<file path="config.mk">
export PLATFORM = sky130hd
export DESIGN_NAME = rf_write_arbiter
export DESIGN_NICKNAME = d
export VERILOG_FILES = /design/src/rtl/rf_ctrl_pkg.sv /design/src/rtl/rr_arbiter.sv /design/src/rtl/rf_write_arbiter.sv
export SDC_FILE = /design/constraint.sdc
export NUM_CORES = 1
export LEC_CHECK = 0
export BUFFER_PORTS_ARGS = -buffer_cell sky130_fd_sc_hd__clkbuf_2
export CORE_MARGIN = 1.5
export CORE_UTILIZATION = 46
export CTS_CLUSTER_SIZE = 12
export DETAILED_ROUTE_END_ITERATION = 16
export PLACE_DENSITY = 0.86
export RECOVER_POWER = 50
export SLEW_MARGIN = 20
export SYNTH_ARGS = -nofsm -noshare
export SYNTH_HDL_FRONTEND = slang
export SYNTH_SLANG_ARGS = --single-unit
</file>
<file path="constraint.sdc">
create_clock -name clk -period 10.86 [get_ports clk]
set_clock_uncertainty 0.05 [all_clocks]
set_input_delay 1.629 -clock clk [delete_from_list [all_inputs] [get_ports clk]]
set_output_delay 1.629 -clock clk [all_outputs]
set_load 0.05 [all_outputs]
</file>
<file path="src/rtl/rf_ctrl_pkg.sv">
// Shared types and default sizing for the register-file write arbiter.
package rf_ctrl_pkg;

  typedef enum logic {
    CLEAR = 1'b0,
    ARB   = 1'b1
  } rf_state_t;

  localparam int N_DEF = 4;
  localparam int R_DEF = 256;
  localparam int W_DEF = 32;
  localparam int L_DEF = 8;

endpackage

</file>
<file path="src/rtl/rr_arbiter.sv">
// Combinational round-robin picker: first valid requester after the last
// winner, with wrap-around.
module rr_arbiter #(
  parameter int N  = 4,
  parameter int IW = $clog2(N)
) (
  input  logic [N-1:0]  i_valid,
  input  logic [IW-1:0] i_last_grant,
  output logic [N-1:0]  o_grant,
  output logic [IW-1:0] o_grant_idx,
  output logic          o_any_grant
);

  logic [IW-1:0] w_scan;

  always_comb begin
    o_grant     = '0;
    o_grant_idx = '0;
    o_any_grant = 1'b0;
    w_scan      = '0;
    for (int off = 1; off <= N; off++) begin
      w_scan = IW'((int'(i_last_grant) + off) % N);
      if (!o_any_grant && i_valid[w_scan]) begin
        o_grant[w_scan] = 1'b1;
        o_grant_idx     = w_scan;
        o_any_grant     = 1'b1;
      end
    end
  end

endmodule

</file>
<file path="src/rtl/rf_write_arbiter.sv">
// Owns the register-file write port: zero sweep after reset or clear, then
// round-robin sharing among N valid/ready requesters.
//
// state | meaning
// ------+--------------------------------------------------------------
// CLEAR | writing zeros to addresses 0..R-1, requesters held off
// ARB   | register file initialised, one granted write per cycle
module rf_write_arbiter
  import rf_ctrl_pkg::*;
#(
  parameter int N = N_DEF,
  parameter int R = R_DEF,
  parameter int W = W_DEF,
  parameter int L = L_DEF
) (
  input  logic           clk,
  input  logic           rst_n_i,
  input  logic           clear_i,
  input  logic [N-1:0]   req_valid_i,
  input  logic [N*L-1:0] req_addr_i,
  input  logic [N*W-1:0] req_data_i,
  output logic [N-1:0]   req_ready_o,
  output logic           init_done_o,
  output logic           wen_o,
  output logic [L-1:0]   wa_o,
  output logic [W-1:0]   wd_o
);

  localparam int IW = $clog2(N);

  rf_state_t     r_state;
  logic [L-1:0]  r_cnt;
  logic [IW-1:0] r_last_grant;
  logic          r_init_done;
  logic          r_wen;
  logic [L-1:0]  r_wa;
  logic [W-1:0]  r_wd;

  logic [N-1:0]  w_grant;
  logic [IW-1:0] w_grant_idx;
  logic          w_any_grant;
  logic          w_xfer;
  logic [L-1:0]  w_sel_addr;
  logic [W-1:0]  w_sel_data;

  rr_arbiter #(
    .N  (N),
    .IW (IW)
  ) u_rr_arbiter (
    .i_valid      (req_valid_i),
    .i_last_grant (r_last_grant),
    .o_grant      (w_grant),
    .o_grant_idx  (w_grant_idx),
    .o_any_grant  (w_any_grant)
  );

  // A pending clear suppresses the grant in the same cycle.
  assign req_ready_o = (r_state == ARB && !clear_i) ? w_grant : '0;
  assign w_xfer      = (r_state == ARB) && !clear_i && w_any_grant;

  always_comb begin
    w_sel_addr = '0;
    w_sel_data = '0;
    for (int k = 0; k < N; k++) begin
      if (w_grant[k]) begin
        w_sel_addr = req_addr_i[k*L +: L];
        w_sel_data = req_data_i[k*W +: W];
      end
    end
  end

  always_ff @(posedge clk) begin
    if (!rst_n_i) begin
      r_state      <= CLEAR;
      r_cnt        <= '0;
      r_last_grant <= IW'(N - 1);
      r_init_done  <= 1'b0;
      r_wen        <= 1'b0;
      r_wa         <= '0;
      r_wd         <= '0;
    end else begin
      case (r_state)
        CLEAR: begin
          r_wen <= 1'b1;
          r_wa  <= r_cnt;
          r_wd  <= '0;
          if (r_cnt == L'(R - 1)) begin
            r_state     <= ARB;
            r_init_done <= 1'b1;
            r_cnt       <= '0;
          end else begin
            r_cnt <= r_cnt + 1'b1;
          end
        end
        ARB: begin
          if (clear_i) begin
            r_state     <= CLEAR;
            r_cnt       <= '0;
            r_init_done <= 1'b0;
            r_wen       <= 1'b0;
          end else if (w_xfer) begin
            r_wen        <= 1'b1;
            r_wa         <= w_sel_addr;
            r_wd         <= w_sel_data;
            r_last_grant <= w_grant_idx;
          end else begin
            r_wen <= 1'b0;
          end
        end
      endcase
    end
  end

  assign init_done_o = r_init_done;
  assign wen_o       = r_wen;
  assign wa_o        = r_wa;
  assign wd_o        = r_wd;

endmodule

</file>
Yosys cells after proc, flatten, opt, wreduce, memory -nomap -nowiden:

Cells that the tools add are included.

* register bits: 53
* latch bits: 0
* memory bits (writable): 0
* memory bits (read-only): 0
* bits of input ports: 167
* output and inout port bits: 46
* logic and storage cells: 101
* memories kept: 0

* $add $sub $neg: 5
* $mul: 0
* divide/modulo/power cells: 0
* magnitude comparators: 8
* eq/ne operators: 5
* shift-type cells: 0
* muxes and demuxes: 55
* bitwise gates (word level): 5
* reduce and logical (&&, ||, !) cells: 16

Operators by type and width (number)
* two-way mux 32 bit: 6
* two-way mux 8 bit: 8
* case mux 32 bit (2 select lines): 1
* case mux 8 bit (2 select lines): 2
* two-way mux 4 bit: 5
* two-way mux 1 bit: 18
* less-than comparator 2 x 3 -> 1 bit (second input constant): 4
* bitwise OR 4 bit: 3
* logical AND 1 bit: 9
* adder 8 x 1 -> 8 bit (second input constant): 1
* binary-select mux 1 bit (select 2 bit): 4
* demux 1 bit (select 2 bit): 4
* == test 8 bit (second input constant): 1
* >= comparator 2 x 1 -> 1 bit (second input constant): 4
* two-way mux 2 bit: 4
* != test 2 bit (second input constant): 3
* case mux 1 bit (2 select lines): 3
* adder 2 x 1 -> 2 bit (second input constant): 2
* adder 2 bit (second input constant): 2
* zero test 1 bit: 4
* AND reduction 2 bit: 2
* AND reduction 3 bit: 1
* != test 2 x 1 -> 1 bit (second input constant): 1
* NOT 1 bit: 2

Logic depth before layout (Yosys ltp):

Gate-level depths: netlist of run 1.

* word-level depth: 20
* mapped depth: 14
* depth with buffers taken out: 9

Modules after synthesis:

From an unflattened synthesis of run 1, not the netlist that was laid out.

* cell total of the unflattened synthesis: 375
* area, all modules: 3439.5 um^2

By module, submodules not included
* rf_write_arbiter: times used 1, cells an instance 307, area each 2914.0 um^2
* rr_arbiter: times used 1, cells an instance 68, area each 525.5 um^2

Worst setup path after synthesis of run 1:

No wires, ideal clock.

* path kind: input to output
* start point: in req_valid_i[2]
* end point: out req_ready_o[2]
* arrival: 3985 ps
* required time: 9181 ps
* slack: 5196 ps
* stages on the path: 7
* buffers on the path: 3
* cell sequence: clkbuf_1 -> mux4_2 -> nor4b_4 -> a22oi_1 -> buf_2 -> clkbuf_1 -> nor2_1

* longest elaborated chain between the ends: 13
* elaborated cells on any way between the ends: 25

Ends and longest elaborated chain
* start: declaration: RTL line rf_write_arbiter.sv:19 `input logic [N-1:0] req_valid_i,`
* binary-select mux 1 bit (select 2 bit): RTL line rr_arbiter.sv:23 `if (!o_any_grant && i_valid[w_scan]) begin`
* two-way mux 1 bit (implied by the code): RTL line rr_arbiter.sv:23
* two-way mux 1 bit: RTL line rr_arbiter.sv:23
* zero test 1 bit: RTL line rr_arbiter.sv:23
* logical AND 1 bit: RTL line rr_arbiter.sv:23
* two-way mux 1 bit: RTL line rr_arbiter.sv:23
* zero test 1 bit: RTL line rr_arbiter.sv:23
* logical AND 1 bit: RTL line rr_arbiter.sv:23
* two-way mux 1 bit: RTL line rr_arbiter.sv:23
* zero test 1 bit: RTL line rr_arbiter.sv:23
* logical AND 1 bit: RTL line rr_arbiter.sv:23
* two-way mux 4 bit (*): RTL line rr_arbiter.sv:23
* two-way mux 4 bit (*): RTL line rf_write_arbiter.sv:58 `assign req_ready_o = (r_state == ARB && !clear_i) ? w_grant : '0;`
* end: declaration: RTL line rf_write_arbiter.sv:22 `output logic [N-1:0] req_ready_o,`

Mark *: on every way between the ends. The rest lies on a longest branch, timed or not. The select of a mux whose other input is x is not followed.

Worst setup path in the final report of run 1:

* start point: reg r_last_grant[0]
* end point: out req_ready_o[3]

* longest elaborated chain between the ends: 14
* elaborated cells on any way between the ends: 49

Ends and longest elaborated chain
* start: declaration: RTL line rf_write_arbiter.sv:33 `logic [IW-1:0] r_last_grant;`
* start signal: assignment: RTL line rf_write_arbiter.sv:76 `r_last_grant <= IW'(N - 1);`
* start signal: assignment: RTL line rf_write_arbiter.sv:105 `r_last_grant <= w_grant_idx;`
* branches (longest 12 deep; another with less-than comparator 2 x 3 -> 1 bit)
* two-way mux 4 bit (*): RTL line rr_arbiter.sv:23
* two-way mux 4 bit (*): RTL line rf_write_arbiter.sv:58

Every way passes the cells marked *. The select of a mux whose other input is x is not followed.

==> results of run 1 <==
==> layout make-up <==
| type | instances | area [sq um] | area share, % |
|---|---|---|---|
| multi-input cells | 299 | 2060 | 46.5 |
| repair buffers | 220 | 1070 | 24.1 |
| flip-flops and latches | 53 | 1060 | 23.9 |
| well taps | 96 | 120 | 2.71 |
| clock buffers | 6 | 82.6 | 1.86 |
| inverters | 7 | 26.3 | 0.592 |
| clock inverters | 2 | 13.8 | 0.310 |
==> how the worst min path moves through the flow <==
stage / start / endpoint
3_5_place_dp: wd_o[7]$_SDFFE_PN0P_ / wd_o[7]$_SDFFE_PN0P_
2_1_floorplan: r_cnt[7]$_SDFFE_PN0P_ / r_cnt[7]$_SDFFE_PN0P_
6_report: wa_o[4]$_SDFFE_PN0P_ / wa_o[4]$_SDFFE_PN0P_
3_3_place_gp: wa_o[4]$_SDFFE_PN0P_ / wa_o[4]$_SDFFE_PN0P_
4_1_cts: wa_o[4]$_SDFFE_PN0P_ / wa_o[4]$_SDFFE_PN0P_
5_1_grt: wa_o[4]$_SDFFE_PN0P_ / wa_o[4]$_SDFFE_PN0P_
==> worst reg2reg max path: stages (launching register included) <==
cell and delay [ns]:
dfxtp_1 0.78, inv_1 0.29, ha_1 0.56, mux4_2 0.62
nor2b_1 0.18, a221o_1 0.33, a22oi_2 0.15, buf_4 0.43
nand2_1 0.22, a2111o_1 0.44, a32o_1 0.26
==> routing by layer <==
| layer | share of wire [%] | wire length, um |
|---|---|---|
| met5 | 0 | 0 |
| met4 | 1.5 | 174 |
| met1 | 40 | 4780 |
| met3 | 9.3 | 1120 |
| met2 | 49 | 5880 |
==> per-stage QoR <==
stage               worst slack, ns  hold WS (ns)  std cells
floorplan                      5.20         0.426        397
global placement               5.45         0.408        675
detailed placement             5.29         0.420        675
CTS                            5.25         0.448        683
global route                   4.87         0.448        683
finish                         5.25         0.437        683
==> power groups by stage <==
stage	sequential [mW]	clock, mW	combinational (mW)
after floorplan	0.204	0	0.0367
after global placement	0.202	0	0.0777
after detailed placement	0.202	0	0.0801
after CTS	0.197	0.122	0.0806
after global routing	0.198	0.130	0.0875
final	0.197	0.119	0.0809
==> logic make-up after synthesis <==
logic type / after synthesis / share of synthesized area, %
flops: 53 / 32.3
xor+xnor: 1 / 0.266
mux: 9 / 4.26
fa+ha+maj: 9 / 3.42
buf+inv: 45 / 5.32
simple gates: 145 / 21.0
compound gates: 135 / 33.5
==> registers in the layout, indices dropped and copies added, names as in the netlist <==
register	flops
r_last_grant	2
wa_o	8
init_done_o	1
r_state	1
wd_o	32
r_cnt	8
wen_o	1
==> cells in the final DEF (no fill, tap or decap), drive strengths merged, types with 6 or more instances in the layout <==
| master | instances |
|---|---|
| clkbuf | 218 |
| nor2 | 61 |
| dfxtp | 53 |
| a221o | 38 |
| a221oi | 36 |
| nor3 | 34 |
| nand2 | 18 |
| o21ai | 16 |
| a21oi | 14 |
| ha | 9 |
| nand2b | 8 |
| buf | 8 |
| inv | 6 |
| nor3b | 6 |
==> metrics, run 1 <==
status finished, final reports clean; Hold Crit Class flip-flop to flip-flop; Synth area leaders dfxtp_1, a221o_1, a221oi_1, nor2_1, nor3_1; Slew HR between 40% and 50%; WP data required 9.18 ns; Worst Path Max Fanout 19; Yosys cell types 45; M3 GR Usage 7.54%; crit path from r_last_grant[0]$_SDFFE_PN1P_; worst-case clock buffer depth 2; CP Class flip-flop to output pin; Post-synth EDFFs 0; reg2reg setup slack about 6.5 ns; slowest stage delay, CP 0.78 ns; mean post-synth cell area 8.29 sq um; Sw Share 27.9%; first-pass GRT wire length 17700 um; initial antenna violation count 0; P_int 0.287 mW; setup TNS 0 ns; met2 usage between 40% and 50%; max_cap viols 0; HPWL after DPL just under 9000 um; Post-route DRC 0; CP max stage cell dfxtp_1; post-synth top area share 32.3%; P_leak roughly 2.0 nW; Clock transition at path regs 0.10 ns; WL/cell 17.5 um; number of diodes 0; Power Density around 90 nW/um^2; Worst path most repeated cell inv_1; Inserted Clock Buffers 5; CP Capture Type output pin; Most used DFF post-synth dfxtp_1; switching pwr 0.111 mW; CTS Hold Bufs 0; top-count cell post-synth nor2_1; delay-heaviest family, CP compound AO/OA/AOI/OAI gates; part of the power in combinational logic about a fifth; ys async rst share 0%; Initial Utilization 47.9%; syn_nets 573; cell area after layout ~4400 sq um; vias 4046; CP arrival 3.93 ns; post-cts resize count 0; Worst Tran Pin Value 0.797 ns; TritonCTS clock tree done; # IOs 213; commonest cells in the netlist nor2_1, dfxtp_1, a221o_1; Seq/Total Area, Yosys approximately a third; post-synth top area cell dfxtp_1; Cell Area, Synth 3290 sq um; Fin. Hold Viols 0; Placed Area 4390 sq um; num rows 30; Layout fillers about 620; overall global routing resource usage 29.4%; Worst-Skew Late Latency 0.30 ns; die extent in x 87.6 um; Post-layout nets 762; crit path capture req_ready_o[3]; Tot Pwr 0.398 mW; hold path cells 1; H-tree levels 2; drt pass-1 iters 5; global route overflow 0; Die Area 7670 sq um; unrepaired setup endpoints after global routing no; maximum clock rate 178 MHz; post-route ant nets 0; core area a little under 7000 sq um; final WL 12000 um; min cycle time layout 5.61 ns; layout cells sized above 1 approximately 34%; cells after synthesis 397; Clk pwr share a little under a third; Synth Warn # 0; R2R Path Start r_last_grant[0]$_SDFFE_PN1P_; Critical Path Stages 8; final core occ 64.6%; sequential share of power 49.6%; clock sink count 53; Die Y 87.6 um; setup bufs post-CTS 0; crit share post-route 51.7%; Cell Chain, Critical Path inv_1 -> ha_1 -> mux4_2 -> a2111oi_0 -> a2bb2oi_2 -> nand2b_1 -> inv_1 -> clkbuf_2; clk root buf clkbuf_8; gr busiest metal met2; DR vias/cell 5.92; Pins Over Slew Limit 0; Starting DRT DRC Count 250; largest net degree at the start of global routing 41; cell depth of the worst flop-to-flop path 10; Peak VDD IR between 50 and 60 uV; vias in the first global route 3638; PortBufs 212; Yosys reg bits 53; worst r2r dst wa_o[4]$_SDFFE_PN0P_; area delta synth->final 34.9%; count of final setup violators 0; GP Congestion 0.931; met1 usage 37.6%; Startpoint Class flip-flop; CP Buf/Inv Count 3
Power figures use the tool's default switching activity.
==> run 2: changes to the inputs <==
--- a/config.mk
+++ b/config.mk
@@ -5,12 +5,13 @@
 export SDC_FILE = /design/constraint.sdc
 export NUM_CORES = 1
 export LEC_CHECK = 0
+export ABC_AREA = 1
 export BUFFER_PORTS_ARGS = -buffer_cell sky130_fd_sc_hd__clkbuf_2
 export CORE_MARGIN = 1.5
-export CORE_UTILIZATION = 46
+export CORE_UTILIZATION = 45
 export CTS_CLUSTER_SIZE = 12
 export DETAILED_ROUTE_END_ITERATION = 16
-export PLACE_DENSITY = 0.86
+export PLACE_DENSITY = 0.82
 export RECOVER_POWER = 50
 export SLEW_MARGIN = 20
 export SYNTH_ARGS = -nofsm -noshare
==> constraint.sdc (replaced) <==
create_clock -name clk -period 5.45 [get_ports clk]
set_clock_uncertainty 0.05 [all_clocks]
set_input_delay 0.8175 -clock clk [delete_from_list [all_inputs] [get_ports clk]]
set_output_delay 0.8175 -clock clk [all_outputs]
set_load 0.05 [all_outputs]
==> run 2 against run 1 <==
Net effect: global-route usage decreased by 1.4 points; synthesized area rose by 14%; first-iteration DRC count grew 43%.
==> metrics, run 2 <==
area of the multi-input gates 2340 sq um; global route overflow 0; Die Y 94.3 um; DR vias/cell 5.29; total placed cells including tap cells ~890; area delta synth->final 27.6%; Yosys reg bits 53; clock sink count 53; WL/cell 14.7 um; unrepaired setup endpoints after global routing no; CTS Hold Bufs 0; cells after synthesis between 600 and 700; count of final setup violators 0; setup bufs post-CTS 0; initial antenna violation count 0; Inserted Clock Buffers 5; commonest cells in the netlist nand2_1, a21oi_1, dfxtp_1; DP Worst Slack 1.52 ns; final setup margin 1.33 ns; most frequent cells in the layout nand2_1, clkbuf_2, a21oi_1; HPWL after DPL ~9700 um; setup TNS 0 ns; crit share post-route about three quarters; drt pass-1 iters 5; Worst Path Max Fanout 41; clk root buf clkbuf_8; Largest register FFs 32; Synth area leaders dfxtp_1, nand2_1, a21oi_1, nand3_1, o211ai_1; TritonCTS clock tree done; CP arrival 3.25 ns; Post-route DRC 0; Post-layout nets between 900 and 1000; status finished, final reports clean; max_cap viols 0; layout cells sized above 1 25.1%; post-synth top area share 28.3%; syn_nets 789; Seq/Total Area, Yosys 28.3%; H-tree levels 2; Worst-Skew Late Latency slightly above 0.3 ns; Die Area 8900 sq um; post-synth top area cell dfxtp_1; num rows 33; mean post-synth cell area 6.12 sq um; vias 4770; GP Congestion 0.926; worst-case clock buffer depth 2; Startpoint Class flip-flop; Most used DFF post-synth dfxtp_1; filler-free cell count of the finished design 901; min cycle time layout between 4 and 5 ns; top-count cell post-synth nand2_1; overall global routing resource usage 28.0%; ys async rst share 0%; Cell Area, Synth 3750 sq um; CP Class flip-flop to output pin; Peak VDD IR 97.1 uV; Worst Tran Pin Value just over 0.9 ns; Clock transition at path regs about 0.1 ns; register area 1060 sq um; Fin. Hold Viols 0; Tot Pwr between 0.8 and 0.9 mW; leading cell type in the layout, fill and taps excluded nand2_1; Post-synth EDFFs 0; Pins Over Slew Limit 0; first-pass GRT wire length 19800 um; die extent in x 94.3 um; number of diodes 0; largest net degree at the start of global routing 44; Power Density 168 nW/um^2; Starting DRT DRC Count 357; vias in the first global route 4212; Hold Crit Class flip-flop to flip-flop; Initial Utilization 46.1%; PortBufs 212; Slew HR about two fifths; WP data required 4.58 ns; maximum clock rate 243 MHz; Yosys cell types 34; post-route ant nets 0; core area between 8000 and 9000 sq um; post-cts resize count 0; # IOs approximately 210; P_leak 2.62 nW; CP Capture Type output pin; Layout fillers about 800; final WL 13200 um; Synth Warn # 0
run 2: cell families after synthesis:
logic type      synth area share, %
simple gates                   38.9
compound gates                 20.5
buf+inv                        9.30
flops                          28.3
fa+ha+maj                      3.00
run 2: final timing paths:
check                           slack (ns)  depth (start not counted)                         start                   end
worst max-delay path                  1.33                         11  r_last_grant[0]$_SDFFE_PN1P_        req_ready_o[0]
worst min-delay path                  0.41                          2          wd_o[4]$_SDFFE_PN0P_  wd_o[4]$_SDFFE_PN0P_
worst min register to register        0.41                          2          wd_o[4]$_SDFFE_PN0P_  wd_o[4]$_SDFFE_PN0P_
worst max register to register        1.43                         14  r_last_grant[0]$_SDFFE_PN1P_  wa_o[7]$_SDFFE_PN0P_
run 2: routing by layer:
metal  global-route usage (%)  share of wire (%)
met4                     8.33                1.9
met2                     49.5                 48
met1                     33.6                 41
met3                     6.55                9.0
met5                        0                  0
run 2: area by class of cell:
cell class | count | area share [%]
multi-input cells | 486 | 49.0
flip-flops and latches | 53 | 22.2
repair buffers | 215 | 21.5
inverters | 35 | 2.74
well taps | 105 | 2.74
clock buffers | 6 | 1.72
clock inverters | 1 | 0.157
run 2: report_power, final:
part | internal (mW) | switching (mW)
Clock | 0.101 | 0.130
Sequential | 0.390 | 0.00289
Combinational | 0.0774 | 0.104
run 2: per-stage QoR:
stage	instance area, sq um	hold slack, ns	utilization, %
finish	4790	0.408	58.9
global route	4790	0.429	58.9
CTS	4840	0.410	59.5
detailed placement	4750	0.393	58.4
global placement	4750	0.388	58.4
floorplan	3750	0.408	-
run 2: critical path, stage by stage (launching register included):
cell and delay, ns:
dfxtp_1 0.54, inv_2 0.15, ha_1 0.36, inv_1 0.11, nand2_2 0.09, nand2_4 0.12
nor2_4 0.07, a21boi_1 0.17, nand3_2 0.73, nand2_1 0.28, inv_1 0.07, clkbuf_2 0.24
